==> src/rtl/cpu15_pkg.sv <==
// Shared cpu15 definitions: instruction-phase states and opcode constants.
package cpu15_pkg;

   typedef enum logic [2:0] {
      ST_HALTED = 3'd0,
      ST_FT     = 3'd1,
      ST_DC     = 3'd2,
      ST_EX     = 3'd3,
      ST_WB     = 3'd4
   } phase_e;

   localparam logic [3:0] OP_NOP = 4'h0;
   localparam logic [3:0] OP_LDA = 4'h1;
   localparam logic [3:0] OP_ADD = 4'h2;
   localparam logic [3:0] OP_SUB = 4'h3;
   localparam logic [3:0] OP_STA = 4'h4;
   localparam logic [3:0] OP_JMP = 4'h5;
   localparam logic [3:0] OP_JZ  = 4'h6;
   localparam logic [3:0] OP_OUT = 4'hE;
   localparam logic [3:0] OP_HLT = 4'hF;

endpackage

==> src/rtl/cpu15_seq_ctrl_phase_div.sv <==
// Per-phase cycle divider: counts 0..DIV-1 and flags the terminal cycle of a phase.
module cpu15_phase_div #(
   parameter int DIV = 4
) (
   input  logic clk,
   input  logic reset,
   input  logic clear,
   input  logic hold,
   output logic tick
);

   localparam int CW = (DIV > 1) ? $clog2(DIV) : 1;
   localparam logic [CW-1:0] LAST = CW'(DIV - 1);

   logic [CW-1:0] div_cnt_r;

   assign tick = (div_cnt_r == LAST);

   // Phase cycle counter; a held terminal cycle keeps the phase open for a stall.
   always_ff @(posedge clk) begin
      if (reset || clear) begin
         div_cnt_r <= {CW{1'b0}};
      end else if (tick && hold) begin
         div_cnt_r <= div_cnt_r;
      end else if (tick) begin
         div_cnt_r <= {CW{1'b0}};
      end else begin
         div_cnt_r <= div_cnt_r + CW'(1);
      end
   end

endmodule

==> src/rtl/cpu15_seq_ctrl.sv <==
// cpu15 instruction-phase sequencer: FT/DC/EX/WB enables with run/halt/step control
// and EX wait-state stalling.
module cpu15_seq_ctrl
   import cpu15_pkg::*;
#(
   parameter int         DIV     = 4,
   parameter logic [3:0] HALT_OP = OP_HLT,
   parameter int         CNT_W   = 16
) (
   input  logic             CLK,
   input  logic             RESET,
   input  logic             RUN,
   input  logic             STEP,
   input  logic             HALT_REQ,
   input  logic [3:0]       OP_CODE,
   input  logic             WAIT,
   output logic             EN_FT,
   output logic             EN_DC,
   output logic             EN_EX,
   output logic             EN_WB,
   output logic             RUNNING,
   output logic             HALTED,
   output logic [CNT_W-1:0] INSTR_CNT
);

   phase_e           state_r;
   phase_e           state_next_s;
   logic             halt_pend_r;
   logic             step_mode_r;
   logic             run_arm_r;
   logic             halted_r;
   logic             running_r;
   logic [CNT_W-1:0] instr_cnt_r;
   logic             tick_s;
   logic             stall_s;
   logic             clear_s;
   logic             enter_halt_s;
   logic             step_start_s;

   assign clear_s = (state_r == ST_HALTED);
   assign stall_s = (state_r == ST_EX) && WAIT;

   cpu15_phase_div #(.DIV(DIV)) u_div (
      .clk   (CLK),
      .reset (RESET),
      .clear (clear_s),
      .hold  (stall_s),
      .tick  (tick_s)
   );

   assign EN_FT = (state_r == ST_FT) && tick_s;
   assign EN_DC = (state_r == ST_DC) && tick_s;
   assign EN_EX = (state_r == ST_EX) && tick_s && !WAIT;
   assign EN_WB = (state_r == ST_WB) && tick_s;

   assign RUNNING   = running_r;
   assign HALTED    = halted_r;
   assign INSTR_CNT = instr_cnt_r;

   // Next phase; STEP outranks RUN when leaving HALTED.
   always_comb begin
      state_next_s = state_r;
      enter_halt_s = 1'b0;
      step_start_s = 1'b0;
      case (state_r)
         ST_HALTED: begin
            if (STEP) begin
               state_next_s = ST_FT;
               step_start_s = 1'b1;
            end else if (RUN && !halt_pend_r && run_arm_r) begin
               state_next_s = ST_FT;
            end else begin
               state_next_s = ST_HALTED;
            end
         end
         ST_FT: state_next_s = tick_s ? ST_DC : ST_FT;
         ST_DC: state_next_s = tick_s ? ST_EX : ST_DC;
         ST_EX: state_next_s = EN_EX ? ST_WB : ST_EX;
         ST_WB: begin
            if (EN_WB) begin
               if (halt_pend_r || HALT_REQ || step_mode_r || !RUN) begin
                  state_next_s = ST_HALTED;
                  enter_halt_s = 1'b1;
               end else begin
                  state_next_s = ST_FT;
               end
            end else begin
               state_next_s = ST_WB;
            end
         end
         default: state_next_s = ST_HALTED;
      endcase
   end

   // Phase state plus halt/step/run-arm bookkeeping.
   always_ff @(posedge CLK) begin
      if (RESET) begin
         state_r     <= ST_HALTED;
         halted_r    <= 1'b1;
         running_r   <= 1'b0;
         halt_pend_r <= 1'b0;
         step_mode_r <= 1'b0;
         run_arm_r   <= 1'b1;
      end else begin
         state_r   <= state_next_s;
         halted_r  <= (state_next_s == ST_HALTED);
         running_r <= (state_next_s != ST_HALTED);
         if (enter_halt_s) begin
            halt_pend_r <= 1'b0;
         end else if (HALT_REQ || (EN_EX && (OP_CODE == HALT_OP))) begin
            halt_pend_r <= 1'b1;
         end else begin
            halt_pend_r <= halt_pend_r;
         end
         if (enter_halt_s) begin
            step_mode_r <= 1'b0;
         end else if (step_start_s) begin
            step_mode_r <= 1'b1;
         end else begin
            step_mode_r <= step_mode_r;
         end
         // RUN held high across a halt must drop before it can restart the core.
         if (!RUN) begin
            run_arm_r <= 1'b1;
         end else if (enter_halt_s) begin
            run_arm_r <= 1'b0;
         end else begin
            run_arm_r <= run_arm_r;
         end
      end
   end

   // Retired-instruction counter, wraps naturally.
   always_ff @(posedge CLK) begin
      if (RESET) begin
         instr_cnt_r <= {CNT_W{1'b0}};
      end else if (EN_WB) begin
         instr_cnt_r <= instr_cnt_r + CNT_W'(1);
      end else begin
         instr_cnt_r <= instr_cnt_r;
      end
   end

endmodule

==> config.mk <==
export PLATFORM = sky130hd
export DESIGN_NAME = cpu15_seq_ctrl
export DESIGN_NICKNAME = d
export VERILOG_FILES = /design/src/rtl/cpu15_pkg.sv /design/src/rtl/cpu15_seq_ctrl_phase_div.sv /design/src/rtl/cpu15_seq_ctrl.sv
export SDC_FILE = /design/constraint.sdc
export NUM_CORES = 1
export LEC_CHECK = 0
export CORE_AREA = 4 4 60 62
export DETAILED_ROUTE_END_ITERATION = 16
export DIE_AREA = 0 0 64 66
export HOLD_SLACK_MARGIN = 0.06
export PLACE_DENSITY = 0.71
export SYNTH_ARGS = -nofsm -noshare
export SYNTH_HDL_FRONTEND = slang
export SYNTH_HIERARCHICAL = 1
export SYNTH_SLANG_ARGS = --single-unit
==> constraint.sdc <==
create_clock -name CLK -period 2.2 [get_ports CLK]
set_clock_uncertainty 0.2 [all_clocks]
set_input_delay 0.44 -clock CLK [delete_from_list [all_inputs] [get_ports CLK]]
set_output_delay 0.44 -clock CLK [all_outputs]
set_load 0.01 [all_outputs]
==> metrics.yaml <==
yosys:
  synth-edff-count: 0
  ys_warn_count: 6
  ys_ff_latch: 26
  synth_nets: 155
  ys_types: 36
  synth.cell_area_um2: 1260
  async_flop_share_pct: 0
  yosysTopAreaCell: "dfxtp_1"
  yosysSeqAreaShare_pct: 41.4
  yosys.cell_count.top_type: "dfxtp_1"
  synth_ff_type: "dfxtp_1"
  avgSynthCellArea_um2: 8.86
  synth_top_cell_area_share_pct: 41.4
  synthCells: 142
  synth_top_cells_by_count: "dfxtp_1 (26), nor2_1 (13), a21oi_1 (11)"
  synth_area_leaders: "dfxtp_1 (41%), xnor2_1 (4.9%), a21oi_1 (4.4%)"
detailed_routing:
  postRouteAntennaNets: 0
  drt-initial-drc-count: 44
  drt_pass1_iterations: 5
  remaining_drc_errors: 0
  vias: 1203
  routed_wl_um: 2950
  wl_per_cell_um: 12.9
  drt-vias-per-instance: 5.28
critical_path:
  r2r-end: "INSTR_CNT[13]$_SDFFE_PP0N_"
  start_kind: "flip-flop"
  reg2regPathDepth: 6
  worstPathRequired_ns: 1.56
  path_max_fanout: 3
  critPathKind: "flip-flop to output port"
  timing.rr.start: "u_div/div_cnt_r[1]$_SDFFE_PP0N_"
  critical_path_arrival_ns: 1.50
  r2r_slack_ns: 0.14
  end_kind: "output port"
timing:
  slew_violations: 0
  relSlewSlack_pct: 65.2
  whs_ns: 0.306
  finalSetupViolCount: 0
  period_needed_ns: 2.14
  tightestPinTransition_ns: 0.518
  finalCritPeriodShare_pct: 97.3
  hold_viol_final: 0
  clock.fmax_mhz: 467
clocking:
  cts_tree: "yes"
  clock_latency_ns: 0.33
  clk_pin_slew_ns: 0.14
  root_buffer: "clkbuf_4"
  hold_buffers: 0
  clock_path_buffers: 2
  cts_buffers: 3
  cts_sinks: 26
  htreeDepth: 1
place:
  io_buffer_count: 31
  place_congestion: 0.790
  place_hpwl_um: 2170
die:
  die_h_um: 66
  io_pins: 32
  die_area_um2: 4220
  die_x_um: 64
  coreArea_um2: 3030
  start_util_pct: 41.5
  placementRows: 20
min_path:
  whs_path_depth: 2
  worstHoldPathType: "flip-flop to flip-flop"
  hold_end: "INSTR_CNT[1]$_SDFFE_PP0N_"
  hold_start: "INSTR_CNT[1]$_SDFFE_PP0N_"
power:
  ir_worst_vdd_v: 0.000223
  power_density_nw_per_um2: 508
  p_leak_nw: 0.613
cells_and_area:
  post-route-util_pct: 58.0
  area_delta_synth_final_pct: 39.6
  drive_gt1_share_pct: 16.3
  antenna_cells: 0
  n_fill_cell: 280
  finalNetCount: 198
run_status:
  status: "complete, no violations"
flow_run:
  drv_cap: 0
global_routing:
  grt_pass1_wl_um: 4780
  grt_max_degree: 27
  grt_pass1_vias: 1107
  antenna_found_initial: 0
  overflow: 0
  gr-usage-all-layers_pct: 14.1
==> state kept, by name, indices dropped and copies added (netlist names) <==
signal and cells:
INSTR_CNT 16, state_r 3, u_div/div_cnt_r 2, HALTED 1, RUNNING 1, halt_pend_r 1, run_arm_r 1, step_mode_r 1
==> kinds of logic (layout without fill, tap and decap cells) <==
logic type | Yosys count | after routing | synth area share, %
AND/OR/NAND/NOR | 67 | 67 | 31.0
AO/OA/AOI/OAI | 26 | 26 | 13.3
flip-flops | 26 | 26 | 41.4
XOR/XNOR | 10 | 10 | 6.97
buffers and inverters | 9 | 51 | 3.48
adder cells (fa/ha/maj) | 3 | 3 | 2.99
multiplexers | 1 | 1 | 0.796
==> critical path, stage by stage (launching register included) <==
cell and delay [ns]:
dfxtp_2 0.38, ha_4 0.16, nand2b_4 0.06, or3_4 0.37, inv_1 0.08, buf_2 0.13
==> area by class of cell <==
class | instances | area (µm²) | share of cell area (%)
Sequential cell | 26 | 523 | 29.8
Timing Repair Buffer | 44 | 395 | 22.5
Clock buffer | 3 | 22.5 | 1.28
Clock inverter | 1 | 30.0 | 1.71
Multi-Input combinational cell | 107 | 718 | 40.9
Tap cell | 44 | 55.1 | 3.14
Inverter | 3 | 11.3 | 0.641
==> cell usage in the layout (no fill, tap or decap), types with 2 or more instances in the layout <==
| cell | netlist | layout |
|---|---|---|
| clkbuf_4 | 0 | 3 |
| a211oi_1 | 3 | 3 |
| xor2_1 | 3 | 3 |
| and4_1 | 2 | 2 |
| dlygate4sd2_1 | 0 | 2 |
| nor2_1 | 13 | 13 |
| o21ai_0 | 6 | 6 |
| a211oi_2 | 2 | 2 |
| ha_1 | 3 | 2 |
| nor3_1 | 6 | 6 |
| nand2_1 | 10 | 10 |
| nor3b_1 | 4 | 4 |
| nand4b_1 | 2 | 2 |
| clkdlybuf4s50_1 | 0 | 27 |
| nand3b_1 | 3 | 3 |
| nand4_1 | 3 | 3 |
| inv_1 | 3 | 3 |
| nor4_1 | 4 | 4 |
| buf_4 | 0 | 13 |
| dfxtp_2 | 0 | 2 |
| a21oi_1 | 11 | 11 |
| nand3_1 | 7 | 7 |
| dfxtp_1 | 26 | 24 |
| xnor2_1 | 7 | 7 |
| or3_1 | 5 | 4 |
==> power breakdown <==
group          switching (mW)  total [mW]  internal (mW)
registers             0.00579       0.487          0.481
clock network           0.151       0.335          0.184
logic                  0.0296      0.0706         0.0410
==> stage by stage <==
stage	instances	setup WS (ns)	power (mW)	TNS, ns	cell area, µm²
floorplan	142	0.107	0.528	0	1260
global placement	223	-0.307	0.563	-0.307	1680
detailed placement	223	-0.323	0.565	-0.325	1680
CTS	227	-0.102	0.897	-0.102	1740
global route	228	-0.00252	0.927	-0.00252	1760
finish	228	0.0594	0.892	0	1760
==> worst max-delay path by stage <==
stage	from	endpoint	slack, ns	cells past startpoint
floorplan	u_div/div_cnt_r[0]$_SDFFE_PP0N_	INSTR_CNT[15]$_SDFFE_PP0N_	0.11	5
detailed placement	WAIT	EN_EX	-0.32	4
CTS	u_div/div_cnt_r[1]$_SDFFE_PP0N_	EN_EX	-0.10	5
global route	u_div/div_cnt_r[1]$_SDFFE_PP0N_	EN_EX	-0.003	5
finish	u_div/div_cnt_r[1]$_SDFFE_PP0N_	EN_EX	0.06	5
global placement	WAIT	EN_EX	-0.31	4
==> what timing repair did <==
item / CTS / global route
resized for setup: 10 / 5
setup endpoints to repair: 6 / 4
pin swaps: 0 / 2
buffers inserted: 0 / 1
==> metal layers <==
metal / up-vias / track usage, % / share of wire (%)
met3: 5 / 1.70 / 2.8
li1: 600 / - / -
met5: - / 0 / 0
met1: 568 / 17.3 / 47
met2: 30 / 24.8 / 49
met4: 0 / 5.66 / 1.7
Power figures use the tool's default switching activity.
